[src/rtl/libar_pkg.sv]
// Shared types and defaults for the LIBAR key loader.
// The CHK state exists only when KEY_CHK_EN is defined.
package libar_pkg;

  localparam int unsigned KeyWDefault   = 32;
  localparam int unsigned ChunkWDefault = 8;

  typedef enum logic [2:0] {
    StIdle,
    StLoad,
`ifdef KEY_CHK_EN
    StChk,
`endif
    StArmed,
    StErr
  } ld_state_t;

  // Width of a counter indexing 0..beats-1, never narrower than one bit.
  function automatic int unsigned cnt_width(int unsigned beats);
    return (beats > 1) ? $clog2(beats) : 1;
  endfunction

endpackage

[src/rtl/libar_key_loader_if.sv]
// Valid/ready chunk stream feeding the key loader; master = key source, slave = loader.
interface libar_key_loader_if #(
  parameter int unsigned CHUNK_W = libar_pkg::ChunkWDefault
) ();
  logic               valid;
  logic               ready;
  logic [CHUNK_W-1:0] data;

  modport master (output valid, output data, input ready);
  modport slave  (input valid, input data, output ready);
endinterface

[src/rtl/libar_key_loader.sv]
// Streams a key in CHUNK_W beats into a shadow register and commits it to key_out_o whole.
// Optional feature macro KEY_CHK_EN: a trailing XOR checksum beat gates the commit.
module libar_key_loader
  import libar_pkg::*;
#(
  parameter int unsigned KEY_W   = KeyWDefault,
  parameter int unsigned CHUNK_W = ChunkWDefault
) (
  input  logic                clk,
  input  logic                rst_n,
  input  logic                start_i,
  libar_key_loader_if.slave   s_if,
  output logic [KEY_W-1:0]    key_out_o,
  output logic                key_valid_o,
  output logic                busy_o,
  output logic                err_o
);

  localparam int unsigned Beats = KEY_W / CHUNK_W;
  localparam int unsigned CntW  = cnt_width(Beats);

  ld_state_t        state_q, state_d;
  logic [CntW-1:0]  cnt_q, cnt_d;
  logic [KEY_W-1:0] shadow_q, shadow_d;
  logic [KEY_W-1:0] key_q, key_d;
  logic             ready;
  logic             beat, last_beat, rearm, in_load;

  assign beat      = s_if.valid && ready;
  assign in_load   = (state_q == StLoad);
  assign last_beat = (cnt_q == CntW'(Beats - 1));
  assign rearm     = start_i && ((state_q == StArmed) || (state_q == StErr));

`ifdef KEY_CHK_EN
  logic [CHUNK_W-1:0] xor_q, xor_d;
  logic               match;

  assign match = (s_if.data == xor_q);

  always_comb begin
    xor_d = xor_q;
    if (rearm) begin
      xor_d = '0;
    end else if (in_load && beat) begin
      xor_d = xor_q ^ s_if.data;
    end
  end

  always_ff @(posedge clk or negedge rst_n) begin
    if (!rst_n) begin
      xor_q <= '0;
    end else begin
      xor_q <= xor_d;
    end
  end
`endif

  // State register
  always_ff @(posedge clk or negedge rst_n) begin
    if (!rst_n) begin
      state_q <= StIdle;
    end else begin
      state_q <= state_d;
    end
  end

  // Next-state logic; start is ignored while a load is in flight.
  always_comb begin
    state_d = state_q;
    unique case (state_q)
      StIdle: begin
        if (start_i) state_d = StLoad;
      end
      StLoad: begin
`ifdef KEY_CHK_EN
        if (beat && last_beat) state_d = StChk;
`else
        if (beat && last_beat) state_d = StArmed;
`endif
      end
`ifdef KEY_CHK_EN
      StChk: begin
        if (beat) state_d = match ? StArmed : StErr;
      end
`endif
      StArmed, StErr: begin
        if (start_i) state_d = StLoad;
      end
      default: state_d = StIdle;
    endcase
  end

  // Outputs decoded from state
  always_comb begin
`ifdef KEY_CHK_EN
    ready  = (state_q == StLoad) || (state_q == StChk);
    err_o  = (state_q == StErr);
`else
    ready  = (state_q == StLoad);
    err_o  = 1'b0;
`endif
    busy_o      = ready;
    key_valid_o = (state_q == StArmed);
    key_out_o   = key_q;
  end

  assign s_if.ready = ready;

  // Datapath: beat counter, shadow register, committed key.
  always_comb begin
    cnt_d    = cnt_q;
    shadow_d = shadow_q;
    key_d    = key_q;
    if (rearm) begin
      cnt_d    = '0;
      shadow_d = '0;
      key_d    = '0;
    end else if (in_load && beat) begin
      shadow_d[32'(cnt_q) * CHUNK_W +: CHUNK_W] = s_if.data;
      cnt_d = last_beat ? '0 : cnt_q + CntW'(1);
`ifndef KEY_CHK_EN
      // Commit includes the beat landing on this same edge.
      if (last_beat) key_d = shadow_d;
`endif
    end
`ifdef KEY_CHK_EN
    else if ((state_q == StChk) && beat && match) begin
      key_d = shadow_q;
    end
`endif
  end

  always_ff @(posedge clk or negedge rst_n) begin
    if (!rst_n) begin
      cnt_q    <= '0;
      shadow_q <= '0;
      key_q    <= '0;
    end else begin
      cnt_q    <= cnt_d;
      shadow_q <= shadow_d;
      key_q    <= key_d;
    end
  end

endmodule

[src/flat_wrapper.sv]
// flat-port wrapper written by rule: the top's interface ports become plain ports
module libar_key_loader_flat import libar_pkg::*;
#(
  parameter int unsigned KEY_W   = KeyWDefault,
  parameter int unsigned CHUNK_W = ChunkWDefault
)
  (clk, rst_n, start_i, key_out_o, key_valid_o, busy_o, err_o, s_if_valid, s_if_data, s_if_ready);
  libar_key_loader_if #(.CHUNK_W(CHUNK_W)) s_if_i ();
  input  logic clk;
  input  logic rst_n;
  input  logic start_i;
  output logic [KEY_W-1:0] key_out_o;
  output logic key_valid_o;
  output logic busy_o;
  output logic err_o;
  input wire logic [$bits(s_if_i.valid)-1:0] s_if_valid;
  input wire logic [$bits(s_if_i.data)-1:0] s_if_data;
  output wire logic [$bits(s_if_i.ready)-1:0] s_if_ready;
  assign s_if_i.valid = s_if_valid;
  assign s_if_i.data = s_if_data;
  assign s_if_ready = s_if_i.ready;
  libar_key_loader #(.KEY_W(KEY_W), .CHUNK_W(CHUNK_W)) u_core (.clk(clk), .rst_n(rst_n), .start_i(start_i), .s_if(s_if_i), .key_out_o(key_out_o), .key_valid_o(key_valid_o), .busy_o(busy_o), .err_o(err_o));
endmodule
[config.mk]
export PLATFORM = sky130hd
export DESIGN_NAME = libar_key_loader_flat
export DESIGN_NICKNAME = d
export VERILOG_FILES = /design/src/rtl/libar_pkg.sv /design/src/rtl/libar_key_loader_if.sv /design/src/rtl/libar_key_loader.sv /design/src/flat_wrapper.sv
export SDC_FILE = /design/constraint.sdc
export NUM_CORES = 1
export LEC_CHECK = 0
export CORE_MARGIN = 2
export CORE_UTILIZATION = 45
export CTS_BUF_LIST = sky130_fd_sc_hd__clkbuf_4 sky130_fd_sc_hd__clkbuf_8
export CTS_CLUSTER_DIAMETER = 200
export DETAILED_ROUTE_END_ITERATION = 12
export PLACE_DENSITY = 0.68
export SETUP_SLACK_MARGIN = 0.4
export SYNTH_ARGS = -nofsm -noshare
export SYNTH_HDL_FRONTEND = slang
export SYNTH_SLANG_ARGS = --single-unit
[constraint.sdc]
create_clock -name clk -period 4.41 [get_ports clk]
set_input_delay 0.882 -clock clk [delete_from_list [all_inputs] [get_ports clk]]
set_output_delay 0.882 -clock clk [all_outputs]
set_load 0.01 [all_outputs]
==> flow_summary.yaml, run 1 <==
outcome:
  status: "finished, final reports clean"
critical_path:
  path_cells: "clkdlybuf4s50_1 -> buf_4 -> nand2_1 -> a32o_1"
  critPathSlowestCell: "nand2_1"
  critPathMaxStageDelay_ns: 0.77
  cp.required_ns: 4.63
  start_kind: "primary input"
  crit_buf_inv: 2
  critPathKind: "primary input to register"
  end_kind: "register"
  cp.arrival_ns: 2.96
  crit_family: "simple AND/OR/NAND/NOR gates"
  r2r_slack_ns: 2.27
  crit_path_max_fanout: 38
global_route:
  grt_pass1_vias: 2696
  antenna_found_initial: 0
  grt_overflow_total: 0
  grt_max_degree: 42
  grt.total_usage_pct: 21.49
  grt_pass1_wl_mm: 14.10
cts:
  path_clk_slew_ns: 0.07
  clockRootBuffer: "clkbuf_8"
  cts_made_buffers: 9
  postCtsSetupRepairBufs: 0
  cts_resized: 0
  postCtsHoldBufs: 0
  clk_latency_ns: 0.34
  cts_tree: "yes"
  clockBufferDepth: 2
  htree_levels: 3
  cts_sinks: 68
layout:
  area_growth_pct: 20.12
  final_util_pct: 56.03
  layout_commonest_cell: "dfrtp_1"
  nFillCells: 678
  drive_above_1_share_pct: 7.859
  seqCellArea_sq_um: 1702
  multi_input_area_sq_um: 1494
  final_cells: 468
  nets: 383
  layout_common_cells: "dfrtp_1 (68), clkdlybuf4s50_1 (45), a21oi_1 (26), nor2_1 (25), a32oi_1 (22)"
  antenna_cells: 0
route:
  drc_errors: 0
  wl_per_cell_microns: 18.17
  drt-pass1-iter-count: 4
  ant_nets: 0
  vias_per_cell: 6.083
  drt_iter0_drc: 196
  routed_wl_mm: 8.505
  vias: 2847
sta:
  fin_setup_tns_ns: 0
  worst_pin_slew_ns: 1.229
  grt_setup_unrepaired: "no"
  min_period_ns: 2.740
  hold_ws_ns: 0.4940
  finalSetupViolCount: 0
  max_freq_ghz: 0.3649
  hold_viol: 0
  maxSlewHeadroom_pct: 17.89
  final.setup_skew_ns: 0.007374
  post-route-period-util_pct: 62.14
  slew_violations: 0
power_and_ir_drop:
  ir_drop_uv: 366.0
  powerDensity_nw_per_um2: 687.7
  p_leak_uw: 0.001719
synth:
  ys_seq_area_share_pct: 50.30
  synthCells: 332
  synth_area_sq_um: 3383
  ys_types: 38
  synth_fp_nets: 350
  ys.warnings.count: 0
  ys_ff_latch: 68
  syn_area_per_cell_sq_um: 10.19
placement:
  placedCellCount: 453
  routabilityCongestion: 0.8330
  dp_hpwl_mm: 5.546
  io_buffers: 46
die:
  rows: 31
  die_x_microns: 90.71
  io_pins: 48
  coreArea_sq_um: 7253
  dieArea_sq_um: 8228
  start_util_pct: 46.64
  die_height_microns: 90.71
flow_run:
  max_cap_viol_count: 0
worst_hold_path:
  hold_class: "register to register"
## report_power, final
part	internal, uW	total (uW)	leakage, uW	switching [uW]
clock network	316	563	0.000105	247
logic	563	1210	0.000713	649
registers	852	1020	0.000901	167
## flip-flops by register name, indices dropped and copies added, names as in the netlist
signal            flops
u_core.key_out_o     32
u_core.cnt_q          2
u_core.shadow_q      32
u_core.state_q        2
## cell usage after synthesis, drive strengths merged
master,instances,area (sq um)
dfrtp,68,1702
a21oi,27,138.9
nor2,25,93.84
a32oi,22,192.7
nor2b,20,125.1
o22ai,20,125.1
o21ai,18,90.09
nand3,17,85.08
a32o,15,150.1
buf,15,100.1
clkbuf,15,57.55
nand2,13,48.80
a211oi,10,75.07
a221oi,8,70.07
inv,8,30.03
ha,6,75.07
and3,5,41.29
and3b,3,26.28
nand4b,3,32.53
a21o,2,15.01
and4b,2,21.27
mux2i,2,20.02
and2,1,6.260
and2b,1,7.510
and4bb,1,12.51
conb,1,3.750
nand3b,1,7.510
nor4bb,1,10.01
o221a,1,11.26
or3b,1,8.760
## through the flow
stage / total power (uW) / worst slack [ns] / instance area, sq um
floorplan: 1773 / 2.509 / 3383
global placement: 2212 / 1.383 / 3850
detailed placement: 2243 / 1.357 / 3850
CTS: 2804 / 1.718 / 4064
global route: 2971 / 1.555 / 4064
finish: 2795 / 1.670 / 4064
## layer usage
| metal | vias to the layer above | global-route usage, % | wire length (microns) |
|---|---|---|---|
| li1 | 1321 | - | - |
| met1 | 1438 | 30.60 | 3914 |
| met2 | 79 | 33.40 | 4027 |
| met3 | 9 | 2.922 | 441 |
| met4 | 0 | 8.205 | 121 |
| met5 | - | 0 | 0 |
## layout make-up
type	count	area share, %
clock buffer	9	3.048
sequential	68	41.87
tap	99	3.048
multi-input combinational	226	36.76
inverter	8	0.7389
timing repair buffer	52	12.32
clock inverter	6	2.217
## worst paths after layout
kind,endpoint,start,cells past startpoint
max reg2reg,u_core.shadow_q[1]$_DFFE_PN0P_,u_core.cnt_q[0]$_DFFE_PN0P_,6
min reg2reg,u_core.shadow_q[20]$_DFFE_PN0P_,u_core.shadow_q[20]$_DFFE_PN0P_,1
min,u_core.shadow_q[20]$_DFFE_PN0P_,u_core.shadow_q[20]$_DFFE_PN0P_,1
max in group asynchronous,u_core.shadow_q[9]$_DFFE_PN0P_,rst_n,2
max,u_core.shadow_q[21]$_DFFE_PN0P_,start_i,4
min in group asynchronous,u_core.key_out_o[3]$_DFFE_PN0P_,rst_n,1
## logic make-up (layout without fill, tap and decap cells)
group,count (synthesis),count (layout),synth area share (%)
simple gates,94,94,15.57
buf+inv,38,75,5.547
compound gates,123,123,25.67
mux,2,2,0.5917
fa+ha+maj,6,6,2.219
flops,68,68,50.30
other cells,1,1,0.1108
Power figures use the tool's default switching activity.
==> inputs of run 2 (changes only) <==
==> constraint.sdc (replaced) <==
create_clock -name clk -period 2.59 [get_ports clk]
set_input_delay 0.518 -clock clk [delete_from_list [all_inputs] [get_ports clk]]
set_output_delay 0.518 -clock clk [all_outputs]
set_load 0.01 [all_outputs]
==> run 2 against run 1 <==
Sequential power rose by 71%. Final area up 1.4%. Combinational power increased by 70%. Non-clock buffer count rose by 3. Hold slack got worse by 0.31 ns. Clock skew rose by 0.0037 ns. Count of clock-buffer cells in the layout grew 4. Final cell count is 0.85% higher. Total power is 73% higher. Wire length is 0.29% higher. Via count shrank 1.1%.
==> flow_summary.yaml, run 2 (synthesis results as in run 1) <==
die:
  rows: 31
  die_height_microns: 90.71
  dieArea_sq_um: 8228
  start_util_pct: 46.64
  io_pins: 48
  coreArea_sq_um: 7253
  die_x_microns: 90.71
cts:
  clk_latency_ns: 0.35
  clockBufferDepth: 2
  cts_tree: "yes"
  cts_made_buffers: 9
  clockRootBuffer: "clkbuf_8"
  htree_levels: 3
  path_clk_slew_ns: 0.07
  cts_sinks: 68
sta:
  worst_pin_slew_ns: 0.5367
  hold_viol: 0
  maxSlewHeadroom_pct: 64.18
  finalSetupViolCount: 0
  min_period_ns: 2.124
  max_freq_ghz: 0.4708
  fin_setup_tns_ns: 0
  grt_setup_unrepaired: "no"
  final.setup_skew_ns: 0.01106
  slew_violations: 0
  post-route-period-util_pct: 82.01
  hold_ws_ns: 0.1804
global_route:
  grt_max_degree: 69
  antenna_found_initial: 0
  grt_overflow_total: 0
  grt_pass1_vias: 2738
  grt.total_usage_pct: 21.25
  grt_pass1_wl_mm: 13.98
flow_run:
  max_cap_viol_count: 0
critical_path:
  critPathKind: "register to output port"
  end_kind: "output port"
  start_kind: "register"
  cp.arrival_ns: 1.61
  crit_path_max_fanout: 10
  cp.required_ns: 2.07
layout:
  multi_input_area_sq_um: 1495
  layout_common_cells: "dfrtp_1 (67), clkdlybuf4s50_1 (45), a21oi_1 (26), nor2_1 (25), a32oi_1 (22)"
  layout_commonest_cell: "dfrtp_1"
  nets: 386
  drive_above_1_share_pct: 9.383
  area_growth_pct: 21.86
  seqCellArea_sq_um: 1703
  nFillCells: 658
  antenna_cells: 0
power_and_ir_drop:
  power_uw: 4835
  ir_drop_uv: 619.7
  powerDensity_nw_per_um2: 1173
  p_leak_uw: 0.001751
route:
  met3WireLength_microns: 465
  routed_wl_mm: 8.530
  dr_wl_met2_mm: 4.015
  drc_errors: 0
  ant_nets: 0
  vias_per_cell: 5.968
  wl_per_cell_microns: 18.07
  wl_met1_mm: 3.925
  drt_iter0_drc: 228
  drt-pass1-iter-count: 4
  highest_layer: "met4"
  vias: 2817
worst_hold_path:
  hold_class: "primary input to async pin"
outcome:
  status: "finished, final reports clean"
placement:
  io_buffers: 46
  routabilityCongestion: 0.7786
  dp_hpwl_mm: 5.562
-- run 2: where the power goes --
group | switching, uW | internal [uW] | leakage, uW
registers | 285 | 1450 | 0.000900
logic | 1090 | 970 | 0.000730
clock network | 415 | 619 | 0.000121
-- run 2: layer usage --
layer / track usage [%] / up-vias
li1: - / 1339
met1: 29.04 / 1386
met2: 34.08 / 82
met3: 3.422 / 10
met4: 8.077 / 0
met5: 0 / -
-- run 2: stage by stage --
stage                     cell area (sq um)  worst slack, ns  util [%]  cells
after floorplan                        3383           0.6895         -    332
after global placement                 3885           0.4710     53.56    456
after detailed placement               3885           0.4070     53.56    456
after CTS                              4120           0.4467     56.81    472
after global routing                   4123           0.4077     56.84    472
final                                  4123           0.4659     56.84    472
-- run 2: final timing paths --
kind                                                 start                               to  slack [ns]  depth (start not counted)
max                          u_core.state_q[1]$_DFFE_PN0P_                       s_if_ready        0.47                          2
min                                                  rst_n    u_core.state_q[1]$_DFFE_PN0P_        0.18                          2
max reg2reg                    u_core.cnt_q[0]$_DFFE_PN0P_   u_core.shadow_q[2]$_DFFE_PN0P_        0.63                          6
min reg2reg                u_core.shadow_q[12]$_DFFE_PN0P_  u_core.shadow_q[12]$_DFFE_PN0P_        0.50                          1
max in group asynchronous                            rst_n      u_core.cnt_q[0]$_DFFE_PN0P_        2.08                          2
min in group clk           u_core.shadow_q[12]$_DFFE_PN0P_  u_core.shadow_q[12]$_DFFE_PN0P_        0.50                          1
-- run 2: repair_timing --
item / in CTS / in global routing
setup buffers: 0 / 0
hold buffers: 0 / 0
endpoints found under the setup margin: 0 / 5
gates resized for setup: 0 / 2
-- run 2: worst max-delay path, stage by stage, from the launching register on --
cell,delay [ns]
dfrtp_1,0.46
and2b_1,0.26
clkdlybuf4s50_1,0.54
-- run 2: cell type report --
type / count / area share (%)
clock buffer: 13 / 4.036
clock inverter: 3 / 1.669
inverter: 8 / 0.7284
multi-input combinational: 226 / 36.27
sequential: 68 / 41.30
tap: 99 / 3.005
timing repair buffer: 55 / 12.99
